[config.mk]
export PLATFORM = sky130hd
export DESIGN_NAME = slave_port_flat
export DESIGN_NICKNAME = d
export VERILOG_FILES = /design/src/rtl/slave_port_pkg.sv /design/src/rtl/slave_port_if.sv /design/src/rtl/slave_port_shifter.sv /design/src/rtl/slave_port.sv /design/src/flat_wrapper.sv
export SDC_FILE = /design/constraint.sdc
export NUM_CORES = 1
export LEC_CHECK = 0
export CORE_UTILIZATION = 48
export CTS_BUF_LIST = sky130_fd_sc_hd__clkbuf_8
export DETAILED_ROUTE_END_ITERATION = 16
export HOLD_SLACK_MARGIN = 0.02
export PLACE_DENSITY_LB_ADDON = 0.08
export SYNTH_ARGS = -nofsm -noshare
export SYNTH_HDL_FRONTEND = slang
export SYNTH_HIERARCHICAL = 1
export SYNTH_SLANG_ARGS = --single-unit
[constraint.sdc]
create_clock -name clk -period 1.36 [get_ports clk]
set_input_delay 0.204 -clock clk [delete_from_list [all_inputs] [get_ports clk]]
set_output_delay 0.204 -clock clk [all_outputs]
set_load 0.05 [all_outputs]
[src/rtl/slave_port_pkg.sv]
// Shared state encoding, transfer-mode constants and sizing helper for the bit-serial slave port.
package slave_port_pkg;

  typedef enum logic [2:0] {
    ST_IDLE,
    ST_ADDR,
    ST_WDATA,
    ST_PARITY,
    ST_WRITE,
    ST_READ,
    ST_RDATA
  } state_e;

  localparam logic MODE_READ  = 1'b0;
  localparam logic MODE_WRITE = 1'b1;

  function automatic int max_int(input int a, input int b);
    return (a > b) ? a : b;
  endfunction

endpackage

[src/rtl/slave_port_if.sv]
// Serial bus between a bus master and one slave_port instance.
interface slave_port_if;

  logic mvalid;
  logic smode;
  logic swdata;
  logic sready;
  logic srdata;
  logic svalid;
  logic perr;

  modport master (
    output mvalid, smode, swdata,
    input  sready, srdata, svalid, perr
  );

  modport slave (
    input  mvalid, smode, swdata,
    output sready, srdata, svalid, perr
  );

endinterface

[src/rtl/slave_port_shifter.sv]
// Right-shifting register: serial-in at the MSB (LSB-first stream), parallel load and parallel out.
module slave_port_shifter #(
  parameter int WIDTH = 8
) (
  input  logic             clk,
  input  logic             rst,
  input  logic             shift_i,
  input  logic             ser_i,
  input  logic             load_i,
  input  logic [WIDTH-1:0] par_i,
  output logic [WIDTH-1:0] par_o
);

  logic [WIDTH-1:0] q_q;
  logic [WIDTH-1:0] q_d;

  // Load wins over shift; LSB-first streams end up with bit0 at position 0.
  always_comb begin
    q_d = q_q;
    if (load_i) begin
      q_d = par_i;
    end else if (shift_i) begin
      q_d = {ser_i, q_q[WIDTH-1:1]};
    end
  end

  always_ff @(posedge clk) begin
    if (rst) begin
      q_q <= '0;
    end else begin
      q_q <= q_d;
    end
  end

  assign par_o = q_q;

endmodule

[src/rtl/slave_port.sv]
// Bit-serial bus slave front-end: deserialises address/write data, strobes the memory, serialises read data.
// Optional even-parity check bit enabled by defining SLAVE_PORT_PARITY_EN.
module slave_port
  import slave_port_pkg::*;
#(
  parameter int ADDR_WIDTH = 12,
  parameter int DATA_WIDTH = 8
) (
  input  logic                  clk,
  input  logic                  rst,
  slave_port_if.slave           bus,
  output logic                  mem_wen,
  output logic                  mem_ren,
  output logic [ADDR_WIDTH-1:0] mem_addr,
  output logic [DATA_WIDTH-1:0] mem_wdata,
  input  logic [DATA_WIDTH-1:0] mem_rdata
);

  localparam int CNT_W = $clog2(max_int(ADDR_WIDTH, DATA_WIDTH)) + 1;
  localparam logic [CNT_W-1:0] ADDR_LAST = CNT_W'(ADDR_WIDTH - 1);
  localparam logic [CNT_W-1:0] DATA_LAST = CNT_W'(DATA_WIDTH - 1);

  state_e           state_q;
  logic [CNT_W-1:0] cnt_q;
  logic             mode_q;
`ifdef SLAVE_PORT_PARITY_EN
  logic             par_q;
  logic             perr_q;
`endif

  logic                  addr_shift;
  logic                  wdata_shift;
  logic                  rd_load;
  logic                  rd_shift;
  logic [DATA_WIDTH-1:0] rd_q;

  // The first address bit is already taken in IDLE, so the address shifter also runs there.
  always_comb begin
    addr_shift  = bus.mvalid && ((state_q == ST_IDLE) || (state_q == ST_ADDR));
    wdata_shift = bus.mvalid && (state_q == ST_WDATA);
    rd_load     = (state_q == ST_READ);
    rd_shift    = (state_q == ST_RDATA);
  end

  always_ff @(posedge clk) begin
    if (rst) begin
      state_q <= ST_IDLE;
      cnt_q   <= '0;
      mode_q  <= MODE_READ;
`ifdef SLAVE_PORT_PARITY_EN
      par_q   <= 1'b0;
      perr_q  <= 1'b0;
`endif
    end else begin
`ifdef SLAVE_PORT_PARITY_EN
      perr_q <= 1'b0;
      if (addr_shift || wdata_shift) begin
        par_q <= (state_q == ST_IDLE) ? bus.swdata : (par_q ^ bus.swdata);
      end
`endif
      case (state_q)
        ST_IDLE: begin
          if (bus.mvalid) begin
            mode_q  <= bus.smode;
            cnt_q   <= CNT_W'(1);
            state_q <= ST_ADDR;
          end
        end
        ST_ADDR: begin
          if (!bus.mvalid) begin
            state_q <= ST_IDLE;
          end else if (cnt_q == ADDR_LAST) begin
            cnt_q <= '0;
            if (mode_q == MODE_WRITE) begin
              state_q <= ST_WDATA;
            end else begin
`ifdef SLAVE_PORT_PARITY_EN
              state_q <= ST_PARITY;
`else
              state_q <= ST_READ;
`endif
            end
          end else begin
            cnt_q <= cnt_q + CNT_W'(1);
          end
        end
        ST_WDATA: begin
          if (!bus.mvalid) begin
            state_q <= ST_IDLE;
          end else if (cnt_q == DATA_LAST) begin
            cnt_q <= '0;
`ifdef SLAVE_PORT_PARITY_EN
            state_q <= ST_PARITY;
`else
            state_q <= ST_WRITE;
`endif
          end else begin
            cnt_q <= cnt_q + CNT_W'(1);
          end
        end
`ifdef SLAVE_PORT_PARITY_EN
        ST_PARITY: begin
          if (!bus.mvalid) begin
            state_q <= ST_IDLE;
          end else if (bus.swdata == par_q) begin
            state_q <= (mode_q == MODE_WRITE) ? ST_WRITE : ST_READ;
          end else begin
            perr_q  <= 1'b1;
            state_q <= ST_IDLE;
          end
        end
`endif
        ST_WRITE: begin
          state_q <= ST_IDLE;
        end
        ST_READ: begin
          cnt_q   <= '0;
          state_q <= ST_RDATA;
        end
        ST_RDATA: begin
          if (cnt_q == DATA_LAST) begin
            cnt_q   <= '0;
            state_q <= ST_IDLE;
          end else begin
            cnt_q <= cnt_q + CNT_W'(1);
          end
        end
        default: begin
          cnt_q   <= '0;
          state_q <= ST_IDLE;
        end
      endcase
    end
  end

  slave_port_shifter #(.WIDTH(ADDR_WIDTH)) u_addr (
    .clk     (clk),
    .rst     (rst),
    .shift_i (addr_shift),
    .ser_i   (bus.swdata),
    .load_i  (1'b0),
    .par_i   ('0),
    .par_o   (mem_addr)
  );

  slave_port_shifter #(.WIDTH(DATA_WIDTH)) u_wdata (
    .clk     (clk),
    .rst     (rst),
    .shift_i (wdata_shift),
    .ser_i   (bus.swdata),
    .load_i  (1'b0),
    .par_i   ('0),
    .par_o   (mem_wdata)
  );

  // Zeros shift in behind the read data so srdata settles back to 0.
  slave_port_shifter #(.WIDTH(DATA_WIDTH)) u_rdata (
    .clk     (clk),
    .rst     (rst),
    .shift_i (rd_shift),
    .ser_i   (1'b0),
    .load_i  (rd_load),
    .par_i   (mem_rdata),
    .par_o   (rd_q)
  );

  assign mem_wen    = (state_q == ST_WRITE);
  assign mem_ren    = (state_q == ST_READ);
  assign bus.sready = (state_q == ST_IDLE);
  assign bus.svalid = (state_q == ST_RDATA);
  assign bus.srdata = rd_q[0];
`ifdef SLAVE_PORT_PARITY_EN
  assign bus.perr   = perr_q;
`else
  assign bus.perr   = 1'b0;
`endif

endmodule

[src/flat_wrapper.sv]
// flat-port wrapper written by rule: the top's interface ports become plain ports
module slave_port_flat import slave_port_pkg::*;
#(
  parameter int ADDR_WIDTH = 12,
  parameter int DATA_WIDTH = 8
)
  (clk, rst, mem_wen, mem_ren, mem_addr, mem_wdata, mem_rdata, bus_mvalid, bus_smode, bus_swdata, bus_sready, bus_srdata, bus_svalid, bus_perr);
  slave_port_if bus_i ();
  input  logic clk;
  input  logic rst;
  output logic mem_wen;
  output logic mem_ren;
  output logic [ADDR_WIDTH-1:0] mem_addr;
  output logic [DATA_WIDTH-1:0] mem_wdata;
  input  logic [DATA_WIDTH-1:0] mem_rdata;
  input wire logic [$bits(bus_i.mvalid)-1:0] bus_mvalid;
  input wire logic [$bits(bus_i.smode)-1:0] bus_smode;
  input wire logic [$bits(bus_i.swdata)-1:0] bus_swdata;
  output wire logic [$bits(bus_i.sready)-1:0] bus_sready;
  output wire logic [$bits(bus_i.srdata)-1:0] bus_srdata;
  output wire logic [$bits(bus_i.svalid)-1:0] bus_svalid;
  output wire logic [$bits(bus_i.perr)-1:0] bus_perr;
  assign bus_i.mvalid = bus_mvalid;
  assign bus_i.smode = bus_smode;
  assign bus_i.swdata = bus_swdata;
  assign bus_sready = bus_i.sready;
  assign bus_srdata = bus_i.srdata;
  assign bus_svalid = bus_i.svalid;
  assign bus_perr = bus_i.perr;
  slave_port #(.ADDR_WIDTH(ADDR_WIDTH), .DATA_WIDTH(DATA_WIDTH)) u_core (.clk(clk), .rst(rst), .bus(bus_i), .mem_wen(mem_wen), .mem_ren(mem_ren), .mem_addr(mem_addr), .mem_wdata(mem_wdata), .mem_rdata(mem_rdata));
endmodule
==> flow_summary.toml, run 1 <==
[yosys]
synth_cell_type_count = 43
ys.flop_type = "dfxtp_1"
syn_area_per_cell_um2 = 9.94
synth_seq_cells = 37
async_flop_share_pct = 0
syn_area_mm2 = 0.00201
synth_edf_count = 0
synth-seq-area-share_pct = 36.9
synth_warnings = 6
synthCells = 202

[power_and_ir_drop]
power_density_mw_per_mm2 = 910
peakVddDrop_uv = 632
p_leak_nw = 1.32
total_power_w = 0.00303

[drt]
drc_errors = 0
post_drt_via_cell_ratio = 5.11
dr.pass1.iters = 10
vias = 1792
wirelength_mm = 5.14
drt.antenna.violating_nets = 0
post_drt_wl_per_cell_um = 14.7
drtIter0Drc = 79

[setup_path]
required_ns = 1.16
path_class = "reg -> out"
setup.worst_path.end_class = "primary output"
critPathMaxFanout = 5
critPathSlowestCell = "dfxtp_4"
max_stage_delay_ns = 0.37
worst_ep_arrival_time_ns = 1.27
cp_common_cell = "buf_4"
start_kind = "flop"
rrSetupSlack_ns = -0.09
crit_path_cell_trace = "buf_4 > buf_4 > nor3_4 > buf_12"

[sta]
setup_viol = 31
rsz0062_at_grt = "true"
maxSlewViolCount = 0
setup_slack_ns = -0.112
fmax_ghz = 0.679
period_needed_ns = 1.47
fin_crit_sh_pct = 108
finalHoldViolCount = 0
fin_tns_setup_ns = -1.24
skew_ns = 0.00847
fin_hold_ws_ns = 0.521

[finish]
fin_nets = 316
n_fill_cell = 225
drive_above_1_share_pct = 38.9
area_growth_pct = 65.8
antennaDiodeCount = 0
fin_cells = 351

[global_route]
grt_max_degree = 16
grt_pass1_wl_mm = 7.68
grt_overflow_total = 0
track_usage_pct = 23.1
antenna_found_initial = 0
grt_pass1_vias = 1760

[place]
port_buffers = 37
dp_cells = 334
hpwl_mm = 3.19
place_congestion = 0.831

[die]
fp.dieH_um = 66.7
die_w_um = 66.7
dieArea_mm2 = 0.00444
core_area_mm2 = 0.00400
pin_count = 39
start_util_pct = 50.2
num_rows = 23

[clock_network]
clk_latency_ns = 0.29
cts_hold_buf = 0
cts.sinks = 37
htree_levels = 2
clockBufferDepth = 2
cts_tree = "built"
cts.clk_slew.worst_paths_ns = 0.08
cts_buffers = 5
root_buffer = "clkbuf_8"

[run_status]
violations = "setup timing"
status = "finished with violations"

[run]
cap_violations = 0

[hold_path]
timing.hold.worst.class = "in -> reg"
what timing repair did:
item	in CTS	in global routing
buffers inserted	10	0
gates cloned	0	0
pin swaps	20	18
gates resized for setup	22	27
endpoints found under the setup margin	39	40
kinds of logic after synthesis:
logic type	after synthesis	share of synthesized area, %
other cells	1	0.187
buf+inv	21	6.55
xor+xnor	3	1.31
fa+ha+maj	2	1.25
compound gates	47	20.3
simple gates	61	18.5
mux	30	15.0
flops	37	36.9
registers in the layout, summed over array words and instances (netlist names):
register / cells
u_core/u_wdata/par_o: 8
u_core/u_rdata/par_o: 8
u_core/state_q: 3
u_core/mode_q: 1
u_core/u_addr/par_o: 12
u_core/cnt_q: 5
stage by stage:
step,instance area (um2),util (%),setup WS [ns]
after floorplan,2170,-,-0.0975
after global placement,2950,73.6,-0.361
after detailed placement,2950,73.6,-0.422
after CTS,3200,80.0,-0.112
after global routing,3330,83.2,-0.183
final,3330,83.2,-0.112
layout make-up:
class	count	area, um2	share of cell area [%]
inverter	7	28.8	0.865
timing repair buffer	72	925	27.8
clock inverter	2	35.0	1.05
sequential	37	748	22.5
tap	50	62.6	1.88
multi-input combinational	178	1460	43.9
clock buffer	5	68.8	2.07
worst paths after layout:
check / start / end / cells past startpoint
max: u_core/state_q[1] / mem_wen / 4
min: mem_rdata[6] / u_core/u_rdata/par_o[6] / 3
max reg2reg: u_core/state_q[1] / u_core/cnt_q[3] / 6
min reg2reg: u_core/u_rdata/par_o[7] / u_core/u_rdata/par_o[7] / 2
cell usage in the layout (no fill, tap or decap), types with 2 or more instances in the layout:
cell	count
mux2i_1	22
o211ai_1	4
xor2_1	3
nand2_1	2
nor2_4	4
buf_4	26
and3_1	2
and4bb_2	2
nor2b_1	30
o21a_1	2
clkdlybuf4s50_1	11
clkbuf_8	5
dfxtp_1	33
conb_1	35
dfxtp_2	3
or2_4	2
mux2i_4	5
mux2i_2	2
a211oi_2	12
a211oi_1	16
buf_12	26
inv_1	4
inv_2	2
nor2_1	6
a21oi_1	2
buf_6	8
critical path: cells and delay by family (launching register included):
family	cells	cell delay [ns]
and+or+nand+nor	1	0.18
DFF	1	0.37
buffers and inverters	3	0.43
cells in the mapped netlist (all sizes together), types with 2 or more instances:
cell type	number	share of area [%]
dfxtp	37	37
nor2b	30	9.4
mux2i	29	14
a211oi	28	13
buf	13	5.0
nor2	11	2.1
inv	7	1.3
o211ai	4	1.5
nand2	3	0.56
nor3	3	0.75
xor2	3	1.3
a21oi	2	0.50
and3	2	0.62
and4bb	2	1.2
ha	2	1.2
nand2b	2	1.0
o21a	2	0.75
o21ai	2	0.50
o221ai	2	0.87
or2	2	0.75
or3	2	0.87
power by group:
group	total (W)	switching, W	internal (W)	leakage [nW]
Sequential	0.00123	0.0000848	0.00114	0.306
Clock	0.000928	0.000395	0.000533	0.0540
Combinational	0.000872	0.000435	0.000438	0.957
metal layers:
layer	share of wire, %	GRT usage (%)
met4	0.89	10.1
met5	0	0
met3	3.1	5.65
met1	45	27.0
met2	51	39.5
Note: power is estimated with default switching activity, not from simulation.
==> run 2: changes to the inputs <==
Settings changed: CORE_UTILIZATION 48 to 53.
Clock period 1.36 ns to 1.5 ns, I/O delays scaled along.
==> flow_summary.toml, run 2 (synthesis gave the netlist of run 1 again) <==
[run_status]
status = "finished with violations"
violations = "setup timing"

[die]
fp.dieH_um = 63.5
pin_count = 39
start_util_pct = 57.9
num_rows = 21
core_area_mm2 = 0.00347
dieArea_mm2 = 0.00404
die_w_um = 63.5

[clock_network]
cts.clk_slew.worst_paths_ns = 0.08
cts_buffers = 5
cts_hold_buf = 0
clk_latency_ns = 0.29
cts_tree = "built"
htree_levels = 2
clockBufferDepth = 2
cts.sinks = 37
root_buffer = "clkbuf_8"

[hold_path]
timing.hold.worst.class = "reg -> reg"

[global_route]
grt_use_met3_pct = 6.34
track_usage_pct = 23.3
antenna_found_initial = 0
grt_overflow_total = 0
grt_pass1_wl_mm = 7.34
grt_pass1_vias = 1695
grt_max_degree = 23
met1_usage_pct = 27.3
top_usage_layer = "met2"
grt.met2_usage_pct = 40.0

[sta]
setup_viol = 3
finalHoldViolCount = 0
rsz0062_at_grt = "true"
maxSlewViolCount = 0
fin_crit_sh_pct = 101
period_needed_ns = 1.52
fmax_ghz = 0.657
setup_slack_ns = -0.0221
skew_ns = 0.00631

[setup_path]
critPathMaxFanout = 4
start_kind = "flop"
setup.worst_path.end_class = "primary output"
max_stage_delay_ns = 0.37
worst_ep_arrival_time_ns = 1.30
crit_family = "buffers and inverters"
critPathSlowestCell = "dfxtp_4"
required_ns = 1.27
path_class = "reg -> out"
critical_path_buf_inv_count = 3
crit_path_cell_trace = "buf_6 > clkinvlp_4 > nor3_4 > buf_12"

[drt]
post_drt_wl_per_cell_um = 13.1
drc_errors = 0
drt.antenna.violating_nets = 0
vias = 1693
post_drt_via_cell_ratio = 5.05
wirelength_mm = 4.39
dr.pass1.iters = 4
drtIter0Drc = 78

[finish]
seq_area_um2 = 752
n_fill_cell = 235
largest_reg_flops = 12
fin_nets = 303
drive_above_1_share_pct = 32.5
fin_cells = 335
mostFrequentLayoutCells = "39 x buf_4, 35 x conb_1, 32 x dfxtp_1"
final_common_cell = "buf_4"
area_growth_pct = 41.5
multi_input_area_mm2 = 0.00135
antennaDiodeCount = 0

[place]
place_congestion = 0.864
dp_cells = 325
hpwl_mm = 3.09
place_ws_ns = -0.281
port_buffers = 37

[power_and_ir_drop]
peakVddDrop_uv = 823
power_density_mw_per_mm2 = 854
total_power_w = 0.00242
p_leak_nw = 1.16

[run]
cap_violations = 0
## run 2: final cells by class
| cell class | count | area share, % |
|---|---|---|
| Sequential cell | 37 | 26.5 |
| Clock buffer | 5 | 2.42 |
| Clock inverter | 3 | 0.749 |
| Inverter | 7 | 1.06 |
| Timing Repair Buffer | 59 | 19.6 |
| Tap cell | 46 | 2.03 |
| Multi-Input combinational cell | 178 | 47.7 |
## run 2: metal layers
metal | wire length, um | vias to the layer above
li1 | - | 865
met2 | 2170 | 38
met3 | 204 | 9
met1 | 1930 | 781
met4 | 86 | 0
met5 | 0 | -
## run 2: final timing paths
| check | startpoint | to | slack [ns] | cells past startpoint |
|---|---|---|---|---|
| max | u_core/state_q[2] | mem_wen | -0.02 | 4 |
| min | u_core/mode_q | u_core/state_q[0] | 0.52 | 1 |
| max reg2reg | u_core/state_q[2] | u_core/u_rdata/par_o[6] | -0.01 | 6 |
| min reg2reg | u_core/mode_q | u_core/state_q[0] | 0.52 | 1 |
## run 2: worst reg2reg max path, cell delays in order (launching register included)
cell and delay [ns]:
dfxtp_4 0.37, buf_6 0.11, clkinvlp_4 0.15, nor2_4 0.19
buf_4 0.21, mux2i_1 0.26, a211oi_2 0.09
## run 2: metrics by stage
step                instance area, um2  TNS [ns]  hold slack [ns]  utilization, %
floorplan                         2160         0            0.294               -
global placement                  2660     -2.69            0.490            76.6
detailed placement                2660     -3.06            0.516            76.6
CTS                               2790   -0.0341            0.521            80.3
global route                      2840    -0.761            0.558            81.9
finish                            2840   -0.0473            0.520            81.9
## run 2: where the power goes
group	switching [W]	internal, W
sequential	0.0000440	0.00104
combinational	0.000366	0.000264
clock	0.000385	0.000330
total	0.000795	0.00163
## run 2: repair_timing
action,in CTS,in global routing
resized for setup,7,18
setup buffers,3,0
setup endpoints to repair,15,17
pin swaps,2,4
==> run 3: changes to the inputs <==
Settings changed: ABC_CLOCK_PERIOD_IN_PS from default to 1500.
==> results of run 3 <==
Final layout, timing and power as in run 2 (identical DEF).
